`src/rtl/trap_controller_if.sv`:
```
// Signal bundle between the trap controller, the execute stage and the CSR write port.
// The master modport is the controller's side, the slave modport is the surrounding pipeline.
interface trap_controller_if #(
  parameter int XLEN    = 32,
  parameter int CAUSE_W = 6
);
  logic               exc_valid;
  logic [CAUSE_W-1:0] exc_num;
  logic [XLEN-1:0]    exc_pc;
  logic [XLEN-1:0]    exc_tval;
  logic               irq_pending;
  logic               irq_enable;
  logic [CAUSE_W-1:0] irq_cause;
  logic [XLEN-1:0]    irq_pc;
  logic               mret_valid;
  logic               wfi_valid;
  logic [XLEN-1:0]    wfi_pc;
  logic [XLEN-1:0]    mtvec;
  logic [XLEN-1:0]    mepc;
  logic               req_ready;
  logic               stall;
  logic               flush;
  logic               csr_wr_valid;
  logic               csr_wr_ready;
  logic [11:0]        csr_wr_addr;
  logic [XLEN-1:0]    csr_wr_data;
  logic               redirect_valid;
  logic [XLEN-1:0]    redirect_pc;

  modport master (
    input  exc_valid, exc_num, exc_pc, exc_tval,
    input  irq_pending, irq_enable, irq_cause, irq_pc,
    input  mret_valid, wfi_valid, wfi_pc, mtvec, mepc,
    input  csr_wr_ready,
    output req_ready, stall, flush,
    output csr_wr_valid, csr_wr_addr, csr_wr_data,
    output redirect_valid, redirect_pc
  );

  modport slave (
    output exc_valid, exc_num, exc_pc, exc_tval,
    output irq_pending, irq_enable, irq_cause, irq_pc,
    output mret_valid, wfi_valid, wfi_pc, mtvec, mepc,
    output csr_wr_ready,
    input  req_ready, stall, flush,
    input  csr_wr_valid, csr_wr_addr, csr_wr_data,
    input  redirect_valid, redirect_pc
  );
endinterface

```
`src/rtl/trap_controller.sv`:
```
// Machine-mode trap sequencer: serialises MEPC/MCAUSE/MTVAL writes over one CSR port,
// then issues a single PC redirect; also handles MRET and WFI.
module trap_controller #(
  parameter int XLEN    = 32,
  parameter int CAUSE_W = 6
) (
  input  logic              clk,
  input  logic              reset_n,
  trap_controller_if.master bus
);

  typedef enum logic [2:0] {
    S_IDLE     = 3'd0,
    S_WR_EPC   = 3'd1,
    S_WR_CAUSE = 3'd2,
    S_WR_TVAL  = 3'd3,
    S_REDIRECT = 3'd4,
    S_WFI_WAIT = 3'd5
  } state_t;

  localparam logic [11:0]     CSR_MEPC   = 12'h341;
  localparam logic [11:0]     CSR_MCAUSE = 12'h342;
  localparam logic [11:0]     CSR_MTVAL  = 12'h343;
  localparam logic [XLEN-1:0] PC_STEP    = XLEN'(3'd4);

  state_t          r_state;
  logic [XLEN-1:0] r_cause;
  logic [XLEN-1:0] r_tval;
  logic [XLEN-1:0] r_target;
  logic            r_flush;
  logic            r_csr_wr_valid;
  logic [11:0]     r_csr_wr_addr;
  logic [XLEN-1:0] r_csr_wr_data;
  logic            r_redirect_valid;
  logic [XLEN-1:0] r_redirect_pc;

  logic [XLEN-1:0] w_base;
  logic [XLEN-1:0] w_irq_cause_ext;
  logic [XLEN-1:0] w_irq_target;
  logic [XLEN-1:0] w_irq_cause_word;
  logic [XLEN-1:0] w_exc_cause_word;
  logic            w_vectored;
  logic            w_csr_fire;
  logic            w_take_irq;

  assign w_base           = {bus.mtvec[XLEN-1:2], 2'b00};
  assign w_vectored       = (bus.mtvec[1:0] == 2'b01);
  assign w_irq_cause_ext  = {{(XLEN-CAUSE_W){1'b0}}, bus.irq_cause};
  // Vector offset wraps modulo 2^XLEN like the PC adder does.
  assign w_irq_target     = w_vectored ? (w_base + (w_irq_cause_ext << 2)) : w_base;
  assign w_irq_cause_word = {1'b1, {(XLEN-1-CAUSE_W){1'b0}}, bus.irq_cause};
  assign w_exc_cause_word = {1'b0, {(XLEN-1-CAUSE_W){1'b0}}, bus.exc_num};
  assign w_csr_fire       = r_csr_wr_valid & bus.csr_wr_ready;
  assign w_take_irq       = bus.irq_pending & bus.irq_enable;

  assign bus.req_ready      = (r_state == S_IDLE);
  assign bus.stall          = (r_state != S_IDLE);
  assign bus.flush          = r_flush;
  assign bus.csr_wr_valid   = r_csr_wr_valid;
  assign bus.csr_wr_addr    = r_csr_wr_addr;
  assign bus.csr_wr_data    = r_csr_wr_data;
  assign bus.redirect_valid = r_redirect_valid;
  assign bus.redirect_pc    = r_redirect_pc;

  // Trap sequencer state, captured trap context and registered outputs.
  always_ff @(posedge clk or negedge reset_n) begin
    if (!reset_n) begin
      r_state          <= S_IDLE;
      r_cause          <= '0;
      r_tval           <= '0;
      r_target         <= '0;
      r_flush          <= 1'b0;
      r_csr_wr_valid   <= 1'b0;
      r_csr_wr_addr    <= 12'h000;
      r_csr_wr_data    <= '0;
      r_redirect_valid <= 1'b0;
      r_redirect_pc    <= '0;
    end else begin
      r_flush          <= 1'b0;
      r_redirect_valid <= 1'b0;
      case (r_state)
        S_IDLE: begin
          if (bus.exc_valid) begin
            r_cause        <= w_exc_cause_word;
            r_tval         <= bus.exc_tval;
            r_target       <= w_base;
            r_flush        <= 1'b1;
            r_csr_wr_valid <= 1'b1;
            r_csr_wr_addr  <= CSR_MEPC;
            r_csr_wr_data  <= bus.exc_pc;
            r_state        <= S_WR_EPC;
          end else if (w_take_irq) begin
            r_cause        <= w_irq_cause_word;
            r_tval         <= '0;
            r_target       <= w_irq_target;
            r_flush        <= 1'b1;
            r_csr_wr_valid <= 1'b1;
            r_csr_wr_addr  <= CSR_MEPC;
            r_csr_wr_data  <= bus.irq_pc;
            r_state        <= S_WR_EPC;
          end else if (bus.mret_valid) begin
            r_target         <= bus.mepc;
            r_flush          <= 1'b1;
            r_redirect_valid <= 1'b1;
            r_redirect_pc    <= bus.mepc;
            r_state          <= S_REDIRECT;
          end else if (bus.wfi_valid) begin
            r_state <= S_WFI_WAIT;
          end else begin
            r_state <= S_IDLE;
          end
        end
        S_WR_EPC: begin
          if (w_csr_fire) begin
            r_csr_wr_addr <= CSR_MCAUSE;
            r_csr_wr_data <= r_cause;
            r_state       <= S_WR_CAUSE;
          end else begin
            r_state <= S_WR_EPC;
          end
        end
        S_WR_CAUSE: begin
          if (w_csr_fire) begin
            r_csr_wr_addr <= CSR_MTVAL;
            r_csr_wr_data <= r_tval;
            r_state       <= S_WR_TVAL;
          end else begin
            r_state <= S_WR_CAUSE;
          end
        end
        S_WR_TVAL: begin
          if (w_csr_fire) begin
            r_csr_wr_valid   <= 1'b0;
            r_csr_wr_addr    <= 12'h000;
            r_csr_wr_data    <= '0;
            r_redirect_valid <= 1'b1;
            r_redirect_pc    <= r_target;
            r_state          <= S_REDIRECT;
          end else begin
            r_state <= S_WR_TVAL;
          end
        end
        S_REDIRECT: begin
          r_state <= S_IDLE;
        end
        S_WFI_WAIT: begin
          // Wake on any pending interrupt; only trap if interrupts are globally enabled.
          if (bus.irq_pending && bus.irq_enable) begin
            r_cause        <= w_irq_cause_word;
            r_tval         <= '0;
            r_target       <= w_irq_target;
            r_csr_wr_valid <= 1'b1;
            r_csr_wr_addr  <= CSR_MEPC;
            r_csr_wr_data  <= bus.wfi_pc + PC_STEP;
            r_state        <= S_WR_EPC;
          end else if (bus.irq_pending) begin
            r_state <= S_IDLE;
          end else begin
            r_state <= S_WFI_WAIT;
          end
        end
        default: begin
          r_csr_wr_valid <= 1'b0;
          r_state        <= S_IDLE;
        end
      endcase
    end
  end

endmodule
```
`src/flat_wrapper.sv`:
```
// flat-port wrapper written by rule: the top's interface ports become plain ports
module trap_controller_flat 
#(
  parameter int XLEN    = 32,
  parameter int CAUSE_W = 6
)
  (clk, reset_n, bus_exc_valid, bus_exc_num, bus_exc_pc, bus_exc_tval, bus_irq_pending, bus_irq_enable, bus_irq_cause, bus_irq_pc, bus_mret_valid, bus_wfi_valid, bus_wfi_pc, bus_mtvec, bus_mepc, bus_csr_wr_ready, bus_req_ready, bus_stall, bus_flush, bus_csr_wr_valid, bus_csr_wr_addr, bus_csr_wr_data, bus_redirect_valid, bus_redirect_pc);
  trap_controller_if #(.XLEN(XLEN), .CAUSE_W(CAUSE_W)) bus_i ();
  input  logic clk;
  input  logic reset_n;
  input wire logic [$bits(bus_i.exc_valid)-1:0] bus_exc_valid;
  input wire logic [$bits(bus_i.exc_num)-1:0] bus_exc_num;
  input wire logic [$bits(bus_i.exc_pc)-1:0] bus_exc_pc;
  input wire logic [$bits(bus_i.exc_tval)-1:0] bus_exc_tval;
  input wire logic [$bits(bus_i.irq_pending)-1:0] bus_irq_pending;
  input wire logic [$bits(bus_i.irq_enable)-1:0] bus_irq_enable;
  input wire logic [$bits(bus_i.irq_cause)-1:0] bus_irq_cause;
  input wire logic [$bits(bus_i.irq_pc)-1:0] bus_irq_pc;
  input wire logic [$bits(bus_i.mret_valid)-1:0] bus_mret_valid;
  input wire logic [$bits(bus_i.wfi_valid)-1:0] bus_wfi_valid;
  input wire logic [$bits(bus_i.wfi_pc)-1:0] bus_wfi_pc;
  input wire logic [$bits(bus_i.mtvec)-1:0] bus_mtvec;
  input wire logic [$bits(bus_i.mepc)-1:0] bus_mepc;
  input wire logic [$bits(bus_i.csr_wr_ready)-1:0] bus_csr_wr_ready;
  output wire logic [$bits(bus_i.req_ready)-1:0] bus_req_ready;
  output wire logic [$bits(bus_i.stall)-1:0] bus_stall;
  output wire logic [$bits(bus_i.flush)-1:0] bus_flush;
  output wire logic [$bits(bus_i.csr_wr_valid)-1:0] bus_csr_wr_valid;
  output wire logic [$bits(bus_i.csr_wr_addr)-1:0] bus_csr_wr_addr;
  output wire logic [$bits(bus_i.csr_wr_data)-1:0] bus_csr_wr_data;
  output wire logic [$bits(bus_i.redirect_valid)-1:0] bus_redirect_valid;
  output wire logic [$bits(bus_i.redirect_pc)-1:0] bus_redirect_pc;
  assign bus_i.exc_valid = bus_exc_valid;
  assign bus_i.exc_num = bus_exc_num;
  assign bus_i.exc_pc = bus_exc_pc;
  assign bus_i.exc_tval = bus_exc_tval;
  assign bus_i.irq_pending = bus_irq_pending;
  assign bus_i.irq_enable = bus_irq_enable;
  assign bus_i.irq_cause = bus_irq_cause;
  assign bus_i.irq_pc = bus_irq_pc;
  assign bus_i.mret_valid = bus_mret_valid;
  assign bus_i.wfi_valid = bus_wfi_valid;
  assign bus_i.wfi_pc = bus_wfi_pc;
  assign bus_i.mtvec = bus_mtvec;
  assign bus_i.mepc = bus_mepc;
  assign bus_i.csr_wr_ready = bus_csr_wr_ready;
  assign bus_req_ready = bus_i.req_ready;
  assign bus_stall = bus_i.stall;
  assign bus_flush = bus_i.flush;
  assign bus_csr_wr_valid = bus_i.csr_wr_valid;
  assign bus_csr_wr_addr = bus_i.csr_wr_addr;
  assign bus_csr_wr_data = bus_i.csr_wr_data;
  assign bus_redirect_valid = bus_i.redirect_valid;
  assign bus_redirect_pc = bus_i.redirect_pc;
  trap_controller #(.XLEN(XLEN), .CAUSE_W(CAUSE_W)) u_core (.clk(clk), .reset_n(reset_n), .bus(bus_i));
endmodule
```
`config.mk`:
```
export PLATFORM = sky130hd
export DESIGN_NAME = trap_controller_flat
export DESIGN_NICKNAME = d
export VERILOG_FILES = /design/src/rtl/trap_controller_if.sv /design/src/rtl/trap_controller.sv /design/src/flat_wrapper.sv
export SDC_FILE = /design/constraint.sdc
export NUM_CORES = 1
export LEC_CHECK = 0
export CAP_MARGIN = 40
export CORE_MARGIN = 3
export CORE_UTILIZATION = 43
export CTS_BUF_LIST = sky130_fd_sc_hd__clkbuf_4 sky130_fd_sc_hd__clkbuf_8
export DETAILED_ROUTE_END_ITERATION = 10
export MAX_ROUTING_LAYER = met4
export PLACE_DENSITY = 0.89
export SLEW_MARGIN = 30
export SYNTH_ARGS = -nofsm -noshare
export SYNTH_HDL_FRONTEND = slang
export SYNTH_SLANG_ARGS = --single-unit
```
`constraint.sdc`:
```
create_clock -name clk -period 1.9 [get_ports clk]
set_input_delay 0.19 -clock clk [delete_from_list [all_inputs] [get_ports clk]]
set_output_delay 0.19 -clock clk [all_outputs]
set_load 0.005 [all_outputs]
```
==> reports/summary.txt, run 1 <==
Status = finished, violations left
Violations in the final reports = setup timing
CTS tree = built
Die Wd = 149.6 um
Worst R2R End = u_core.r_target[22]
Number of top-level design ports = 293
Category of the most critical setup path = flop to flop
Mean cell area of the mapped netlist = 9.136 sq um
Smallest setup slack after layout = -0.06152 ns
Kind of start point of the critical path = flop
Post-route ant nets = 0
Max-capacitance violation count = 0
Most used flip-flop cell after synthesis = dfrtp_1
RSZ-0062 raised after global routing = true
Number of clock sinks = 144
Synthesized netlist cell count = 971
Routed length on met3 = 3511 um
Type of the tightest min-delay check = input pin to async pin
Met2 wire length = 17,690 um
HPWL Detailed = 25,200 um
Syn. warnings = 0
Core occupancy in the finished layout = 0.7425
Commonest non-fill, non-tap cell in the layout = clkdlybuf4s50_1
Avg Vias per Cell = 5.963
Die H = 149.6 um
Vias in the first global route = 10,130
Clk slew on worst S/H paths = 0.09 ns
Number of cells traversed by the worst register-to-register path = 8
Post-detailed-route wirelength per cell = 21.10 um
Final count of negative-setup-slack endpoints = 4
Area of the die = 0.02239 sq mm
Clk root buf = clkbuf_8
Level count of the clock H-tree = 4
Total track usage = 0.3074
Pleak = 6.530 nW
Proportion of synthesized chip area in sequential cells = 0.4062
Fin nets = 1,661
Max-slew violation count = 0
Post-synthesis instance area = 0.008871 sq mm
Post-route fraction of the period consumed by the critical path = 1.032
Signed area change from the synthesized netlist to the final layout = 66.11%
Largest net degree at the start of global routing = 63
Post-route DRC violation count = 0
FMAX = 509.8 MHz
Clock latency of the later-clocked register in the worst-skew pair = 0.48 ns
Global-route wire length before repair = 52,830 um
Actual slew at the worst max-slew pin = 0.5938 ns
Total grt overflow = 0
Antenna violations before repair = 2
Shortest period the worst path allows = 1.962 ns
Highest metal layer with signal wires = met4
Worst-case clock buffer depth = 2
Starting density of the core = 0.4470
Sort of element at the end of the critical path = flop
Hold violation total from the final report = 0
Number of flops mapped to enable cells by yosys = 0
Total design power = 19.32 mW
Req. time, crit path = 2.28 ns
Worst-path fanout max = 7
Startpoint of the lowest-slack register-to-register path = u_core.r_state[0]
Yosys cell types = 76
Vias = 10,260
Row count = 51
Relative slew margins = 0.6024
Post-route met1 wirelength = 13,350 um
Number of search-and-repair iterations in the first detailed-routing pass = 6
Highest-count cells in the layout ignoring fill and taps = 267 x clkdlybuf4s50_1, 188 x buf_4, 144 x dfrtp_1
Proportion of layout cells with a drive suffix above 1 = 0.2545
Number of buffers inserted during clock tree synthesis = 17
Power density cells = 1311 mW/mm^2
Worst reg2reg setup slack = -0.06 ns
Crit path DAT = 2.34 ns
Area inside the core boundary = 0.01985 sq mm
Port Buf Inserts = 285
Clock skew = 0.02229 ns
RePlAce Congestion = 0.9472
Number of synthesized register bits = 144
Final routed wirelength across all metal layers = 36,320 um
Fin Hold WS = 0.1522 ns
Synth async-reset ratio = 1.000
Peak supply drop = 0.7386 mV
Iteration-0 DRC count of the detailed router = 922
final cells by class:
type / count / area, sq um
Multi-Input combinational cell: 737 / 5288
Fill cell: 1288 / 5110
Timing Repair Buffer: 520 / 5056
Sequential cell: 144 / 3603
Tap cell: 265 / 331.6
Clock buffer: 20 / 275.3
Clock inverter: 12 / 97.59
Inverter: 21 / 78.83
Antenna cell: 2 / 5.005
worst max path at each step:
stage | start | end | slack (ns) | depth (start not counted)
floorplan | bus_mtvec[2] | u_core.r_target[26] | -0.0006 | 9
global placement | bus_mtvec[6] | u_core.r_target[17] | -0.55 | 9
detailed placement | bus_irq_cause[4] | u_core.r_target[17] | -0.61 | 9
CTS | u_core.r_state[1] | u_core.r_target[17] | -0.02 | 7
global route | u_core.r_state[0] | u_core.r_target[22] | -0.09 | 8
finish | u_core.r_state[0] | u_core.r_target[22] | -0.06 | 8
worst max-delay path, cell delays in order (launching register included):
cell     delay, ns
dfrtp_1       0.39
buf_6         0.13
buf_4         0.12
and3b_2       0.28
nor2_1        0.26
buf_4         0.23
o21ai_0       0.09
and2_1        0.16
o31ai_1       0.20
registers in the layout, indices dropped and copies added, names as in the netlist:
signal and flops:
u_core.r_cause 7, u_core.r_tval 32, u_core.bus.redirect_pc 32, u_core.bus.redirect_valid 1, u_core.bus.flush 1, u_core.bus.csr_wr_addr 3
u_core.bus.csr_wr_valid 1, u_core.bus.csr_wr_data 32, u_core.r_target 32, u_core.r_state 3
kinds of logic (layout without fill, tap and decap cells):
group / count (synthesis) / after routing / share of synthesized area
buffers and inverters: 96 / 573 / 0.05359
other: 1 / 9 / 0.0004227
AO/OA/AOI/OAI: 310 / 310 / 0.2375
flip-flops: 144 / 144 / 0.4062
AND/OR/NAND/NOR: 285 / 285 / 0.1508
adder cells (fa/ha/maj): 8 / 8 / 0.01213
multiplexers: 84 / 84 / 0.09690
XOR/XNOR: 43 / 43 / 0.04246
power by group:
part           switching [mW]  internal, mW  total (mW)  leakage (nW)
Clock                    1.35          1.03        2.38         0.183
Sequential              0.917          4.56        5.48          1.76
Combinational            5.26          6.21        11.5          4.59
what timing repair did:
item,CTS,global route
endpoints found under the setup margin,36,102
cloned,4,4
hold buffers,1,0
setup buffers,21,20
gates resized for setup,53,68
pin swaps,18,30
hold endpoints to repair,144,0
cells in the mapped netlist (all sizes together) (3+ instances only):
cell,n,area (sq um)
nand2b,3,18.77
a21o,4,30.03
xor2,9,78.83
mux2i,69,690.7
o21a,4,30.03
nor2,88,335.3
a22oi,10,75.07
o221ai,8,70.07
o22ai,17,106.4
a22o,43,376.6
and2,3,18.77
a221o,4,40.04
clkbuf,44,175.2
nand3,29,145.1
or3,9,56.30
a211oi,4,30.03
ha,7,87.58
dfrtp,144,3603
xnor2,34,297.8
a221oi,16,140.1
nor3,15,86.34
nor4,3,40.04
o21ai,88,447.9
o211ai,6,50.05
nand2,101,379.1
a222oi,11,110.1
mux2,15,168.9
a311oi,15,131.4
nand4,13,102.6
nor2b,3,18.77
buf,30,188.9
a21oi,62,310.3
and3,6,38.79
inv,19,71.31
or4,3,22.52
per-layer routing:
layer	track usage	vias to the layer above
met5	-	-
met4	0.1309	0
met3	0.05966	167
met2	0.5023	716
met1	0.3737	4839
li1	-	4541
per-stage QoR:
stage / setup TNS, ns / area (sq um) / setup slack (ns) / instances
finish: -0.1894 / 14740 / -0.06152 / 1721
global route: -0.9565 / 14740 / -0.09052 / 1721
CTS: -0.02078 / 14230 / -0.02078 / 1697
detailed placement: -22.32 / 13410 / -0.6117 / 1640
global placement: -18.57 / 13410 / -0.5499 / 1640
floorplan: -0.0005924 / 8959 / -0.0005924 / 977
Power figures use the tool's default switching activity.
==> run 2, diff against run 1 <==
Settings changed: CORE_UTILIZATION 43 to 48, PLACE_DENSITY 0.89 to 0.93.
Clock period 1.9 ns to 2.2 ns, I/O delays scaled along.
==> run 2 against run 1 <==
  * The flow now finishes without violations
  * Sequential share of layout area grew 2.7 points
  * Critical path depth shrank 2
  * Highest routed layer unchanged
  * Count of clock-buffer cells in the layout is the same
  * Sequential power shrank 14%
  * Hold slack gained 0.094 ns
==> reports/summary.txt, run 2 (synthesis results as in run 1) <==
Non-filler cells in the finished layout = 1,591 (-7.6%)
RePlAce Congestion = 1.043 (+10%)
Startpoint of the lowest-slack register-to-register path = u_core.r_state[0]
Placed cell count = 1,552 (-5.4%)
Category of the most critical setup path = flop to flop
Req. time, crit path = 2.53 ns (+0.25 ns)
Clock skew = 0.01285 ns (-0.009434 ns)
Top cell family by delay on the critical path = simple AND/OR/NAND/NOR gates
Starting density of the core = 0.4905 (+0.04348)
Crit path DAT = 2.48 ns (+0.14 ns)
Total design power = 14.70 mW (-24%)
Pleak = 5.808 nW (-11%)
Area of the die = 0.02015 sq mm (-10%)
Actual slew at the worst max-slew pin = 0.6138 ns (+0.01997 ns)
Kind of start point of the critical path = flop
Die Wd = 141.9 um (-5.1%)
FMAX = 465.5 MHz (-8.7%)
Row count = 49 (-3.9%)
Vias in the first global route = 10,200 (+0.70%)
Number of search-and-repair iterations in the first detailed-routing pass = 6 (unchanged)
HPWL Detailed = 24,980 um (-0.87%)
Level count of the clock H-tree = 4 (unchanged)
Placed instance area = 0.01282 sq mm (-4.4%)
Post-route fraction of the period consumed by the critical path = 0.9764 (-0.05599)
Cell Chain, Critical Path = buf_4 -> or2_2 -> nor2_2 -> buf_12 -> a221oi_1 -> a311oi_1
Highest metal layer with signal wires = met4
Final routed wirelength across all metal layers = 33,350 um (-8.2%)
Routed length on met3 = 3119 um (-11%)
Relative slew margins = 0.5908 (-0.01157)
Total grt overflow = 0 (unchanged)
Hold violation total from the final report = 0 (unchanged)
Post-route DRC violation count = 0 (unchanged)
Fin nets = 1,565 (-5.8%)
Commonest non-fill, non-tap cell in the layout = clkdlybuf4s50_1
Max-capacitance violation count = 0 (unchanged)
Final-layout setup total negative slack = 0 ns (+0.1894 ns)
Sort of element at the end of the critical path = flop
Status = finished, final reports clean
Worst reg2reg setup slack = 0.05 ns (+0.11 ns)
Avg Vias per Cell = 6.195 (+3.9%)
Met2 wire length = 16,150 um (-8.7%)
Maximum single-stage delay on the critical path = 0.42 ns (+0.03 ns)
Iteration-0 DRC count of the detailed router = 1,030 (+12%)
Largest net degree at the start of global routing = 58 (-7.9%)
Worst-path fanout max = 22 (+15)
Post-detailed-route wirelength per cell = 20.96 um (-0.67%)
Post-route met1 wirelength = 12,280 um (-8.1%)
Clock latency of the later-clocked register in the worst-skew pair = 0.45 ns (-0.03 ns)
Power density cells = 1106 mW/mm^2 (-16%)
Clk slew on worst S/H paths = 0.09 ns (about the same)
Die H = 141.9 um (-5.1%)
Worst-case clock buffer depth = 2 (unchanged)
Total track usage = 0.3347 (+0.02733)
Clk root buf = clkbuf_8
Highest-count cells in the layout ignoring fill and taps = 283 x clkdlybuf4s50_1, 143 x dfrtp_1, 129 x buf_4
Global-route wire length before repair = 52,300 um (-1.0%)
Standard cell with the maximum stage delay on the critical path = nor2_2
Number of top-level design ports = 293 (unchanged)
RSZ-0062 raised after global routing = true
Number of buffers inserted during clock tree synthesis = 17 (unchanged)
Worst Path Buf+Inv = 2 (-1)
Shortest period the worst path allows = 2.148 ns (+0.1865 ns)
Max-slew violation count = 0 (unchanged)
Final count of negative-setup-slack endpoints = 0 (-4)
Type of the tightest min-delay check = input pin to async pin
Signed area change from the synthesized netlist to the final layout = 49.86%
Core occupancy in the finished layout = 0.7350 (-0.007473)
Proportion of layout cells with a drive suffix above 1 = 0.1642 (-0.09026)
Antenna violations before repair = 4 (+2)
Worst R2R End = u_core.bus.csr_wr_data[28]
Peak supply drop = 0.6923 mV (-6.3%)
Area inside the core boundary = 0.01809 sq mm (-8.9%)
Port Buf Inserts = 285 (unchanged)
Fin Hold WS = 0.2464 ns (+0.09417 ns)
Summed area of non-filler cells in the final layout = 0.01329 sq mm (-9.8%)
Vias = 9,856 (-4.0%)
Number of clock sinks = 144 (unchanged)
Worst slack at placement = -0.4455 ns (+0.1662 ns)
CTS tree = built
Post-route ant nets = 0 (unchanged)
Number of cells traversed by the worst register-to-register path = 6 (-2)
Smallest setup slack after layout = 0.05195 ns (+0.1135 ns)
==> run 2: cell count changes in the layout (fill, tap and decap cells not counted), moves of 7 or more <==
cell             previous run  this run
a21oi_1                    54        61
a21oi_2                     7         0
buf_12                     21         8
buf_4                     188       129
buf_6                      19         2
clkdlybuf4s50_1           267       283
dlygate4sd2_1              10         0
==> run 2: timing repair <==
item | 4_1_cts | 5_1_grt
setup endpoints to repair | 2 | 55
buffers inserted | 3 | 0
gates cloned | 0 | 0
hold endpoints to repair | 37 | 0
hold buffers | 1 | 0
gates resized for setup | 2 | 11
pin swaps | 0 | 1
==> run 2: worst max-delay path by stage <==
stage	from	end	slack, ns	cells past startpoint
final	u_core.r_state[0]	u_core.bus.csr_wr_data[28]	0.05	6
after global routing	u_core.r_state[0]	u_core.bus.csr_wr_data[28]	-0.02	6
after CTS	bus_irq_cause[0]	u_core.r_target[26]	0.03	9
after detailed placement	bus_irq_cause[0]	u_core.r_target[26]	-0.45	9
after global placement	bus_mtvec[2]	u_core.r_target[28]	-0.38	9
after floorplan	bus_mtvec[2]	u_core.r_target[26]	0.01	9
==> run 2: layout make-up <==
| type | count | area (sq um) |
|---|---|---|
| antenna | 4 | 10.01 |
| clock inverter | 12 | 120.1 |
| timing repair buffer | 424 | 3999 |
| tap | 229 | 286.5 |
| fill | 1224 | 4792 |
| sequential | 144 | 3605 |
| multi-input combinational | 737 | 4920 |
| clock buffer | 20 | 275.3 |
| inverter | 21 | 78.83 |
==> run 2: layer usage <==
layer | vias to the layer above | GRT usage
met4 | 0 | 0.1677
met2 | 671 | 0.5424
met1 | 4685 | 0.3964
met5 | - | -
met3 | 150 | 0.07023
li1 | 4350 | -
==> run 2: where the power goes <==
group / total [mW] / switching (mW) / internal [mW]
logic: 7.82 / 3.89 / 3.93
registers: 4.74 / 0.801 / 3.94
clock network: 2.13 / 1.13 / 1.01
total: 14.7 / 5.82 / 8.88
==> run 2: worst reg2reg max path, cell delays in order, from the launching register on <==
cell and delay, ns:
dfrtp_1 0.40, buf_4 0.21, or2_2 0.37, nor2_2 0.42, buf_12 0.23, a221oi_1 0.12
a311oi_1 0.29
==> run 3, diff against run 2 <==
Settings changed: CORE_MARGIN 3 to unset.
==> run 3 against run 2 <==
  * Clock power barely moved
  * Setup slack got worse by 0.022 ns
  * Flip-flop and latch count did not move
  * Die area fell by 5.6%
  * Final cell count barely moved
  * Global-route usage rose by 2.7 points
==> reports/summary.txt, run 3 (synthesis results as in run 1) <==
Actual slew at the worst max-slew pin = 0.5543 ns (-0.05948 ns)
Largest net degree at the start of global routing = 56 (-3.4%)
Worst R2R End = u_core.r_cause[1]
Post-route ant nets = 0 (unchanged)
Peak supply drop = 0.7273 mV (+5.1%)
Row count = 49 (unchanged)
Type of the tightest min-delay check = input pin to async pin
Summed area of non-filler cells in the final layout = 0.01340 sq mm (+0.80%)
Filler cell count in the final layout = 1,206 (-1.5%)
Pleak = 5.863 nW (+0.94%)
Total track usage = 0.3619 (+0.02723)
Status = finished, final reports clean
Category of the most critical setup path = flop to flop
Port Buf Inserts = 285 (unchanged)
Die H = 137.9 um (-2.8%)
Worst-case clock buffer depth = 2 (unchanged)
FMAX = 460.8 MHz (-1.0%)
Number of cells traversed by the worst register-to-register path = 6 (unchanged)
Commonest non-fill, non-tap cell in the layout = clkdlybuf4s50_1
Number of clock sinks = 144 (unchanged)
Standard cell with the maximum stage delay on the critical path = mux2i_1
Cell Chain, Critical Path = buf_4 -> and3b_2 -> nor2_2 -> buf_4 -> mux2i_1 -> o21ai_0
Die Wd = 137.9 um (-2.8%)
Hold violation total from the final report = 0 (unchanged)
GR met3 Demand/Resource = 0.07237 (+0.002140)
Fin Hold WS = 0.2768 ns (+0.03042 ns)
Fin nets = 1,566 (+0.064%)
Global-route wire length before repair = 51,270 um (-2.0%)
Area of the die = 0.01903 sq mm (-5.6%)
Post-route DRC violation count = 0 (unchanged)
Met2 usage = 0.5781 (+0.03562)
Clock latency of the later-clocked register in the worst-skew pair = 0.46 ns (about the same)
Relative slew margins = 0.6199 (+0.02908)
HPWL Detailed = 24,500 um (-1.9%)
Final count of negative-setup-slack endpoints = 0 (unchanged)
CTS tree = built
Core occupancy in the finished layout = 0.7434 (+0.008400)
Power density cells = 1119 mW/mm^2 (+1.2%)
Number of buffers inserted during clock tree synthesis = 17 (unchanged)
Startpoint of the lowest-slack register-to-register path = u_core.r_state[2]
Antenna violations before repair = 3 (-1)
Shortest period the worst path allows = 2.170 ns (+0.02218 ns)
Vias in the first global route = 10,130 (-0.74%)
Met1 demand-to-capacity share in global routing = 0.4192 (+0.02280)
Signed area change from the synthesized netlist to the final layout = 51.06%
Clk slew on worst S/H paths = 0.09 ns (about the same)
Most common cell on crit path = buf_4
Post-route fraction of the period consumed by the critical path = 0.9865 (+0.01008)
Worst reg2reg setup slack = 0.03 ns (-0.02 ns)
Worst-path fanout max = 18 (-18%)
Avg Vias per Cell = 6.326 (+2.1%)
Post-detailed-route wirelength per cell = 21.34 um (+1.8%)
Clock skew = 0.01312 ns (+0.0002606 ns)
Proportion of layout cells with a drive suffix above 1 = 0.1657 (+0.001473)
Maximum single-stage delay on the critical path = 0.54 ns (+0.12 ns)
Total grt overflow = 0 (unchanged)
RePlAce Congestion = 1.020 (-2.2%)
Vias = 10,060 (+2.0%)
Number of top-level design ports = 293 (unchanged)
Crit path DAT = 2.48 ns (about the same)
Area inside the core boundary = 0.01802 sq mm (-0.34%)
Max-slew violation count = 0 (unchanged)
Highest-count cells in the layout ignoring fill and taps = 282 x clkdlybuf4s50_1, 142 x dfrtp_1, 123 x buf_4
Number of search-and-repair iterations in the first detailed-routing pass = 7 (+1)
Starting density of the core = 0.4922 (+0.001668)
Level count of the clock H-tree = 4 (unchanged)
Final routed wirelength across all metal layers = 33,930 um (+1.7%)
Total design power = 14.99 mW (+2.0%)
Placed instance area = 0.01292 sq mm (+0.80%)
Kind of start point of the critical path = flop
Req. time, crit path = 2.51 ns (-0.02 ns)
Layer with the highest usage after global routing = met2
Max-capacitance violation count = 0 (unchanged)
Sort of element at the end of the critical path = flop
Iteration-0 DRC count of the detailed router = 1,286 (+25%)
Clk root buf = clkbuf_8
-- run 3: cell types whose count changed in the layout (fill, tap and decap cells not counted), sizes merged --
cell and change:
buf +1, bufinv +1, clkbuf -1, clkdlybuf4s50 -1, clkinv +4, diode -1, dlymetal6s2s +1, inv -5
-- run 3: area by class of cell --
cell class                 count  area, sq um  share of cell area
clock buffer                  19        255.2             0.01905
timing repair buffer         425         4108              0.3065
sequential                   144         3606              0.2691
antenna                        3        7.507           0.0005602
clock inverter                12        137.6             0.01027
multi-input combinational    737         4921              0.3672
tap                          229        286.5             0.02138
inverter                      21        78.83            0.005882
-- run 3: worst max path at each step --
stage	cells past startpoint	from	endpoint	slack [ns]
floorplan	9	bus_mtvec[2]	u_core.r_target[26]	0.01
global route	6	u_core.r_state[2]	u_core.r_cause[1]	-0.05
CTS	4	u_core.r_state[1]	bus_req_ready	0.01
global placement	9	bus_mtvec[2]	u_core.r_target[26]	-0.35
finish	6	u_core.r_state[2]	u_core.r_cause[1]	0.03
detailed placement	9	bus_mtvec[2]	u_core.r_target[26]	-0.45
-- run 3: critical path: cells and delay by family, from the launching register on --
kind	cells	cell delay, ns
flip-flops	1	0.43
buffers and inverters	2	0.48
AO/OA/AOI/OAI	1	0.15
multiplexers	1	0.54
AND/OR/NAND/NOR	2	0.40
-- run 3: report_power, final --
part	switching, mW	leakage, nW	internal [mW]
Combinational	3.99	3.91	4.08
Clock	1.11	0.196	1.05
Sequential	0.820	1.75	3.94
Total	5.92	5.86	9.07
-- run 3: metrics by stage --
stage | worst slack, ns | TNS, ns | instances
2_1_floorplan | 0.01467 | 0 | 977
3_3_place_gp | -0.3545 | -8.437 | 1550
3_5_place_dp | -0.4538 | -9.662 | 1552
4_1_cts | 0.01012 | 0 | 1587
5_1_grt | -0.05308 | -0.07201 | 1590
6_report | 0.02977 | 0 | 1590
-- run 3: timing repair --
action | in CTS | in global routing
hold buffers | 1 | 0
pin swaps | 1 | 0
setup buffers | 3 | 0
setup endpoints to repair | 2 | 41
endpoints found under the hold margin | 52 | 0
gates resized for setup | 3 | 13
-- run 3: routing by layer --
layer,vias up,wire [um]
met3,188,3473
li1,4340,-
met2,761,16280
met1,4769,12170
met4,0,2006
met5,-,0
